File: config.mk
export PLATFORM = sky130hd
export DESIGN_NAME = shift_seq_ctrl_flat
export DESIGN_NICKNAME = d
export VERILOG_FILES = /design/src/rtl/shift_seq_ctrl_pkg.sv /design/src/rtl/shift_seq_ctrl_if.sv /design/src/rtl/shift_bit_counter.sv /design/src/rtl/shift_seq_ctrl.sv /design/src/flat_wrapper.sv
export SDC_FILE = /design/constraint.sdc
export NUM_CORES = 1
export LEC_CHECK = 0
export ABC_AREA = 1
export CAP_MARGIN = 15
export CORE_UTILIZATION = 49
export CTS_CLUSTER_DIAMETER = 120
export DETAILED_ROUTE_END_ITERATION = 10
export PLACE_DENSITY_LB_ADDON = 0.2
export SYNTH_ARGS = -nofsm -noshare
export SYNTH_HDL_FRONTEND = slang
export SYNTH_SLANG_ARGS = --single-unit
File: constraint.sdc
create_clock -name clk -period 3.7 [get_ports clk]
set_clock_uncertainty 0.1 [all_clocks]
set_input_delay 0.74 -clock clk [delete_from_list [all_inputs] [get_ports clk]]
set_output_delay 0.74 -clock clk [all_outputs]
set_load 0.05 [all_outputs]
File: src/rtl/shift_seq_ctrl_pkg.sv
// ============================================================================
// shift_seq_ctrl_pkg : shared state encoding and mode/direction constants
// Rev 1.0 - initial release
// ============================================================================
`default_nettype none

package shift_seq_ctrl_pkg;

   typedef enum logic [1:0] {
      ST_IDLE  = 2'd0,
      ST_PREP  = 2'd1,
      ST_SHIFT = 2'd2,
      ST_DONE  = 2'd3
   } state_t;

   localparam logic MODE_TX = 1'b0;
   localparam logic MODE_RX = 1'b1;
   localparam logic DIR_R   = 1'b0;
   localparam logic DIR_L   = 1'b1;

endpackage

`default_nettype wire

File: src/rtl/shift_seq_ctrl_if.sv
// ============================================================================
// shift_seq_ctrl_if : request side and shift-register side of the sequencer
// Rev 1.0 - initial release
// ============================================================================
`default_nettype none

interface shift_seq_ctrl_if #(
   parameter int WIDTH = 8,
   parameter int CW    = $clog2(WIDTH) + 1
);
   logic             start;
   logic             mode;
   logic             dir;
   logic [CW-1:0]    nbits;
   logic [WIDTH-1:0] din;
   logic             abort;
   logic             sdi;
   logic [WIDTH-1:0] sr_dout;

   logic             sr_cl;
   logic             sr_w;
   logic [WIDTH-1:0] sr_din;
   logic             sr_shr;
   logic             sr_shl;
   logic             sr_shift_bit;
   logic             sdo;
   logic             sdo_valid;
   logic             ready;
   logic             busy;
   logic             done;
   logic [WIDTH-1:0] dout;

   modport master (
      output start, mode, dir, nbits, din, abort, sdi, sr_dout,
      input  sr_cl, sr_w, sr_din, sr_shr, sr_shl, sr_shift_bit,
             sdo, sdo_valid, ready, busy, done, dout
   );

   modport slave (
      input  start, mode, dir, nbits, din, abort, sdi, sr_dout,
      output sr_cl, sr_w, sr_din, sr_shr, sr_shl, sr_shift_bit,
             sdo, sdo_valid, ready, busy, done, dout
   );
endinterface

`default_nettype wire

File: src/rtl/shift_bit_counter.sv
// ============================================================================
// shift_bit_counter : loadable down-counter that saturates at zero
// Rev 1.0 - initial release
// ============================================================================
`default_nettype none

module shift_bit_counter #(
   parameter int CW = 4
) (
   input  wire          clk,
   input  wire          rst,
   input  wire          i_load,
   input  wire [CW-1:0] i_load_val,
   input  wire          i_dec,
   output logic         o_last
);
   logic [CW-1:0] r_count;

   always_ff @(posedge clk or posedge rst) begin
      if (rst) begin
         r_count <= '0;
      end else if (i_load) begin
         r_count <= i_load_val;
      end else if (i_dec && (r_count != '0)) begin
         r_count <= r_count - CW'(1);
      end
   end

   assign o_last = (r_count == CW'(1));

endmodule

`default_nettype wire

File: src/rtl/shift_seq_ctrl.sv
// ============================================================================
// shift_seq_ctrl : word-to-serial sequencer driving an external shift register
// Rev 1.0 - initial release
// ============================================================================
`default_nettype none

module shift_seq_ctrl
   import shift_seq_ctrl_pkg::*;
#(
   parameter int WIDTH = 8,
   parameter int CW    = $clog2(WIDTH) + 1
) (
   input wire              clk,
   input wire              rst,
   shift_seq_ctrl_if.slave bus
);
   localparam logic [CW-1:0] C_NMAX = CW'(WIDTH);

   state_t           r_state;
   logic             r_mode;
   logic             r_dir;
   logic [CW-1:0]    r_n;
   logic [WIDTH-1:0] r_din;
   logic [WIDTH-1:0] r_dout;

   logic [CW-1:0]    w_n_eff;
   logic [CW-1:0]    w_rshamt;
   logic [WIDTH-1:0] w_rx_word;
   logic             w_last;
   logic             w_load;
   logic             w_dec;

   assign w_n_eff   = ((bus.nbits == '0) || (bus.nbits > C_NMAX)) ? C_NMAX : bus.nbits;
   // shr fills from the MSB, so a short RX word sits at the top and is right-aligned here
   assign w_rshamt  = C_NMAX - r_n;
   assign w_rx_word = (r_dir == DIR_R) ? (bus.sr_dout >> w_rshamt) : bus.sr_dout;

   assign w_load = (r_state == ST_PREP);
   assign w_dec  = (r_state == ST_SHIFT) && !bus.abort;

   shift_bit_counter #(
      .CW (CW)
   ) u_cnt (
      .clk        (clk),
      .rst        (rst),
      .i_load     (w_load),
      .i_load_val (r_n),
      .i_dec      (w_dec),
      .o_last     (w_last)
   );

   always_ff @(posedge clk or posedge rst) begin
      if (rst) begin
         r_state <= ST_IDLE;
         r_mode  <= MODE_TX;
         r_dir   <= DIR_R;
         r_n     <= '0;
         r_din   <= '0;
         r_dout  <= '0;
      end else begin
         case (r_state)
            ST_IDLE: begin
               if (bus.start) begin
                  r_mode  <= bus.mode;
                  r_dir   <= bus.dir;
                  r_n     <= w_n_eff;
                  r_din   <= bus.din;
                  r_state <= ST_PREP;
               end
            end
            ST_PREP: begin
               r_state <= bus.abort ? ST_IDLE : ST_SHIFT;
            end
            ST_SHIFT: begin
               if (bus.abort) begin
                  r_state <= ST_IDLE;
               end else if (w_last) begin
                  r_state <= ST_DONE;
               end
            end
            ST_DONE: begin
               if (r_mode == MODE_RX) begin
                  r_dout <= w_rx_word;
               end
               r_state <= ST_IDLE;
            end
            default: r_state <= ST_IDLE;
         endcase
      end
   end

   always_comb begin
      bus.sr_cl        = 1'b0;
      bus.sr_w         = 1'b0;
      bus.sr_din       = '0;
      bus.sr_shr       = 1'b0;
      bus.sr_shl       = 1'b0;
      bus.sr_shift_bit = 1'b0;
      bus.sdo          = 1'b0;
      bus.sdo_valid    = 1'b0;
      bus.done         = 1'b0;
      bus.ready        = (r_state == ST_IDLE);
      bus.busy         = (r_state != ST_IDLE);
      bus.dout         = r_dout;
      case (r_state)
         ST_PREP: begin
            if (bus.abort || (r_mode == MODE_RX)) begin
               bus.sr_cl = 1'b1;
            end else begin
               bus.sr_w   = 1'b1;
               bus.sr_din = r_din;
            end
         end
         ST_SHIFT: begin
            // abort clears the register instead of shifting, keeping controls one-hot
            if (bus.abort) begin
               bus.sr_cl = 1'b1;
            end else begin
               bus.sr_shr = (r_dir == DIR_R);
               bus.sr_shl = (r_dir == DIR_L);
               if (r_mode == MODE_TX) begin
                  bus.sdo       = (r_dir == DIR_R) ? bus.sr_dout[0] : bus.sr_dout[WIDTH-1];
                  bus.sdo_valid = 1'b1;
               end else begin
                  bus.sr_shift_bit = bus.sdi;
               end
            end
         end
         ST_DONE: begin
            bus.done = 1'b1;
         end
         default: ;
      endcase
   end

endmodule

`default_nettype wire
File: src/flat_wrapper.sv
// flat-port wrapper written by rule: the top's interface ports become plain ports
module shift_seq_ctrl_flat import shift_seq_ctrl_pkg::*;
#(
   parameter int WIDTH = 8,
   parameter int CW    = $clog2(WIDTH) + 1
)
  (clk, rst, bus_start, bus_mode, bus_dir, bus_nbits, bus_din, bus_abort, bus_sdi, bus_sr_dout, bus_sr_cl, bus_sr_w, bus_sr_din, bus_sr_shr, bus_sr_shl, bus_sr_shift_bit, bus_sdo, bus_sdo_valid, bus_ready, bus_busy, bus_done, bus_dout);
  shift_seq_ctrl_if #(.WIDTH(WIDTH), .CW(CW)) bus_i ();
  input wire clk;
  input wire rst;
  input wire logic [$bits(bus_i.start)-1:0] bus_start;
  input wire logic [$bits(bus_i.mode)-1:0] bus_mode;
  input wire logic [$bits(bus_i.dir)-1:0] bus_dir;
  input wire logic [$bits(bus_i.nbits)-1:0] bus_nbits;
  input wire logic [$bits(bus_i.din)-1:0] bus_din;
  input wire logic [$bits(bus_i.abort)-1:0] bus_abort;
  input wire logic [$bits(bus_i.sdi)-1:0] bus_sdi;
  input wire logic [$bits(bus_i.sr_dout)-1:0] bus_sr_dout;
  output wire logic [$bits(bus_i.sr_cl)-1:0] bus_sr_cl;
  output wire logic [$bits(bus_i.sr_w)-1:0] bus_sr_w;
  output wire logic [$bits(bus_i.sr_din)-1:0] bus_sr_din;
  output wire logic [$bits(bus_i.sr_shr)-1:0] bus_sr_shr;
  output wire logic [$bits(bus_i.sr_shl)-1:0] bus_sr_shl;
  output wire logic [$bits(bus_i.sr_shift_bit)-1:0] bus_sr_shift_bit;
  output wire logic [$bits(bus_i.sdo)-1:0] bus_sdo;
  output wire logic [$bits(bus_i.sdo_valid)-1:0] bus_sdo_valid;
  output wire logic [$bits(bus_i.ready)-1:0] bus_ready;
  output wire logic [$bits(bus_i.busy)-1:0] bus_busy;
  output wire logic [$bits(bus_i.done)-1:0] bus_done;
  output wire logic [$bits(bus_i.dout)-1:0] bus_dout;
  assign bus_i.start = bus_start;
  assign bus_i.mode = bus_mode;
  assign bus_i.dir = bus_dir;
  assign bus_i.nbits = bus_nbits;
  assign bus_i.din = bus_din;
  assign bus_i.abort = bus_abort;
  assign bus_i.sdi = bus_sdi;
  assign bus_i.sr_dout = bus_sr_dout;
  assign bus_sr_cl = bus_i.sr_cl;
  assign bus_sr_w = bus_i.sr_w;
  assign bus_sr_din = bus_i.sr_din;
  assign bus_sr_shr = bus_i.sr_shr;
  assign bus_sr_shl = bus_i.sr_shl;
  assign bus_sr_shift_bit = bus_i.sr_shift_bit;
  assign bus_sdo = bus_i.sdo;
  assign bus_sdo_valid = bus_i.sdo_valid;
  assign bus_ready = bus_i.ready;
  assign bus_busy = bus_i.busy;
  assign bus_done = bus_i.done;
  assign bus_dout = bus_i.dout;
  shift_seq_ctrl #(.WIDTH(WIDTH), .CW(CW)) u_core (.clk(clk), .rst(rst), .bus(bus_i));
endmodule
==> results.sh <==
export IMPL_status="finished clean"
export IMPL_syn_area_mm2=0.00170
export IMPL_finalNonFillerCells=334
export IMPL_gp_congestion=0.843
export IMPL_cpPeakStageDelay_ns=0.82
export IMPL_max_slew_worst_pin_slew_ns=0.502
export IMPL_multi_input_area_um2=845
export IMPL_avgSynthCellArea_um2=7.11
export IMPL_clkSinkCount=28
export IMPL_fmax_ghz=0.299
export IMPL_cp_num_buf_inv=2
export IMPL_initial_core_util_pct=51.0
export IMPL_hold_buffers=0
export IMPL_worstPathRequired_ns=2.86
export IMPL_grt_met3_usage_pct=6.82
export IMPL_ff2ff_path_depth=8
export IMPL_clockBufferDepth=2
export IMPL_drv_cap=0
export IMPL_path_clk_slew_ns=0.16
export IMPL_r2r_setup_slack_ns=1.66
export IMPL_dp_cells=329
export IMPL_power_density_mw_per_mm2=887
export IMPL_syn_inst=239
export IMPL_power_switching_share_pct=51.6
export IMPL_drt_iter0_drc=53
export IMPL_cellLeakagePower_nw=1.08
export IMPL_grt_pass1_vias=1546
export IMPL_postCtsSetupBuffers=0
export IMPL_slowest_stage="clkdlybuf4s50_1"
export IMPL_synth_seq_cells=28
export IMPL_min_delay_path_depth=2
export IMPL_fill_cells=298
export IMPL_cts_htree_levels=1
export IMPL_p_int_mw=0.995
export IMPL_holdCritStartpoint="u_core.u_cnt.r_count[1]"
export IMPL_diodes=0
export IMPL_drt_first_pass_iters=4
export IMPL_gr_total_overflow=0
export IMPL_rsz0062_at_grt="no"
export IMPL_port_buffers=52
export IMPL_fin_hold_ws_ns=0.430
export IMPL_cts_tree="yes"
export IMPL_fin_nets=323
export IMPL_avgRoutedWirePerCell_um=12.0
export IMPL_post_route_cell_area_mm2=0.00232
export IMPL_core_area_mm2=0.00334
export IMPL_vias=1659
export IMPL_share_comb_of_total_power_pct=62.4
export IMPL_area_delta_synth_final_pct=36.3
export IMPL_busiest_layer="met2"
export IMPL_rr_endpoint="u_core.bus.dout[5]"
export IMPL_drive_gt1_share_pct=6.94
export IMPL_clock_latency_ns=0.34
export IMPL_fin_ws_ns=0.352
export IMPL_use_met2_pct=37.5
export IMPL_reg2reg_from="u_core.r_n[0]"
export IMPL_final_hold_viol_count=0
export IMPL_boundaryPins=53
export IMPL_grt_total_usage_pct=23.8
export IMPL_end_kind="primary output"
export IMPL_critical_path_class="in -> out"
export IMPL_seqPwrFrac_pct=27.7
export IMPL_finalCriticalPeriod_ns=3.35
export IMPL_fp_dieW_um=60.9
export IMPL_final_common_cell="nand2_1"
export IMPL_ys_seq_area_share_pct=41.2
export IMPL_worstSetupStartpointType="input pin"
export IMPL_layout_area_seq_um2=701
export IMPL_drc_errors=0
export IMPL_ys_types=25
export IMPL_antenna_found_initial=0
export IMPL_wirelength_mm=4.00
export IMPL_layout_common_cells="nand2_1 (62), clkdlybuf4s50_1 (51), nor2_1 (29), dfrtp_1 (28), nand3_1 (25)"
export IMPL_grt_use_met1_pct=32.0
export IMPL_die_area_mm2=0.00371
export IMPL_ir_drop_v=0.000476
export IMPL_syn_nets=273
export IMPL_tns_ns=0
export IMPL_hold_class="reg -> reg"
export IMPL_arrival_ns=2.51
export IMPL_clkPwrFrac_pct=9.9
export IMPL_root_buffer="clkbuf_4"
export IMPL_dp_slack_ns=0.343
export IMPL_crit_fanout=9
export IMPL_worst_path_dominant_cell_family="buffers and inverters"
export IMPL_min_to="u_core.u_cnt.r_count[1]"
export IMPL_grt_max_degree=29
export IMPL_finalMaxSlewViolations=0
export IMPL_grt_pass1_wl_mm=6.53
export IMPL_finalSetupViolCount=0
export IMPL_post_route_period_util_pct=90.5
export IMPL_yosys_warnings=0
export IMPL_cp_cell_sequence="clkdlybuf4s50_1 > nor2_1 > nand2_1 > nor2_1 > clkdlybuf4s50_1"
export IMPL_post_dp_hpwl_mm=2.91
export IMPL_die_height_um=60.9
export IMPL_p_switching_mw=1.06
export IMPL_placed_area_mm2=0.00224
export IMPL_cts_buffers=3
export IMPL_relSlewSlack_pct=66.4
export IMPL_vias_per_cell=4.97
export IMPL_rows=21
export IMPL_drtAntennaViolNets=0
export IMPL_cts_resized=0
final cells by class:
class | count | area share, %
Clock inverter | 1 | 1.30
Clock buffer | 3 | 0.972
Multi-Input combinational cell | 172 | 36.4
Tap cell | 46 | 2.48
Timing Repair Buffer | 53 | 23.5
Sequential cell | 28 | 30.2
Inverter | 31 | 5.02
cell families (layout without fill, tap and decap cells):
kind of cell | Yosys count | in the layout | synth area share, %
and+or+nand+nor | 122 | 122 | 29.6
xor gates and xnor gates | 3 | 3 | 1.99
DFF | 28 | 28 | 41.2
adders and majority gates | 7 | 7 | 5.15
AOI/OAI and AO/OA | 40 | 40 | 13.0
buffers and inverters | 39 | 88 | 9.12
synth_stat cells:
master | number | area share (%)
clkinv_1 | 1 | 0.22
nand2_1 | 62 | 14
clkbuf_1 | 6 | 1.3
inv_2 | 9 | 2.0
nor4_1 | 1 | 0.37
ha_1 | 7 | 5.2
xor2_1 | 1 | 0.52
inv_1 | 21 | 4.6
o211ai_1 | 4 | 1.8
buf_6 | 1 | 0.66
buf_2 | 1 | 0.29
a22oi_1 | 1 | 0.44
xor2_2 | 1 | 0.96
dfrtp_1 | 28 | 41
nor2_2 | 1 | 0.37
nand3_1 | 25 | 7.4
nand2_2 | 1 | 0.37
a21oi_1 | 18 | 5.3
nor3b_1 | 1 | 0.44
nor2_1 | 29 | 6.4
xnor2_1 | 1 | 0.52
a21oi_2 | 2 | 1.0
nor3_1 | 2 | 0.59
o21ai_1 | 4 | 1.2
o21ai_0 | 11 | 3.2
how the worst max path moves through the flow:
| stage | cells after the start | end | from |
|---|---|---|---|
| floorplan | 5 | bus_sr_cl | u_core.r_state[1] |
| detailed placement | 5 | bus_sr_din[5] | bus_abort |
| finish | 5 | bus_sr_din[5] | bus_abort |
| CTS | 5 | bus_sr_din[5] | bus_abort |
| global placement | 5 | bus_sr_din[2] | bus_abort |
| global route | 5 | bus_sr_din[2] | u_core.r_state[1] |
power groups by stage:
stage / logic (mW) / registers, mW / clock network, mW
floorplan: 0.828 / 0.681 / 0
global placement: 1.26 / 0.565 / 0
detailed placement: 1.27 / 0.573 / 0
CTS: 1.28 / 0.566 / 0.210
global route: 1.43 / 0.590 / 0.225
finish: 1.28 / 0.571 / 0.203
metrics by stage:
stage          power [mW]  util (%)
2_1_floorplan        1.51         -
3_3_place_gp         1.82      67.0
3_5_place_dp         1.84      67.0
4_1_cts              2.06      68.6
5_1_grt              2.25      69.4
6_report             2.06      69.4
metal layers:
metal  up-vias  part of all wire, %
met5         -                    0
met4         0                  1.2
met3         6                  6.8
met2        68                   48
met1       728                   44
li1        857                    -
worst register-to-register path: cells and delay by family, from the launching register on:
family          cells  cell delay (ns)
flops               1             0.56
fa+ha+maj           1             0.50
simple gates        4             0.35
buf+inv             2             0.31
compound gates      1             0.15
flip-flops by register name, indices dropped and copies added (netlist names):
register,flops
u_core.bus.dout,8
u_core.r_mode,1
u_core.r_dir,1
u_core.u_cnt.r_count,4
u_core.r_state,2
u_core.r_din,8
u_core.r_n,4
(Power assumes the default switching activity.)
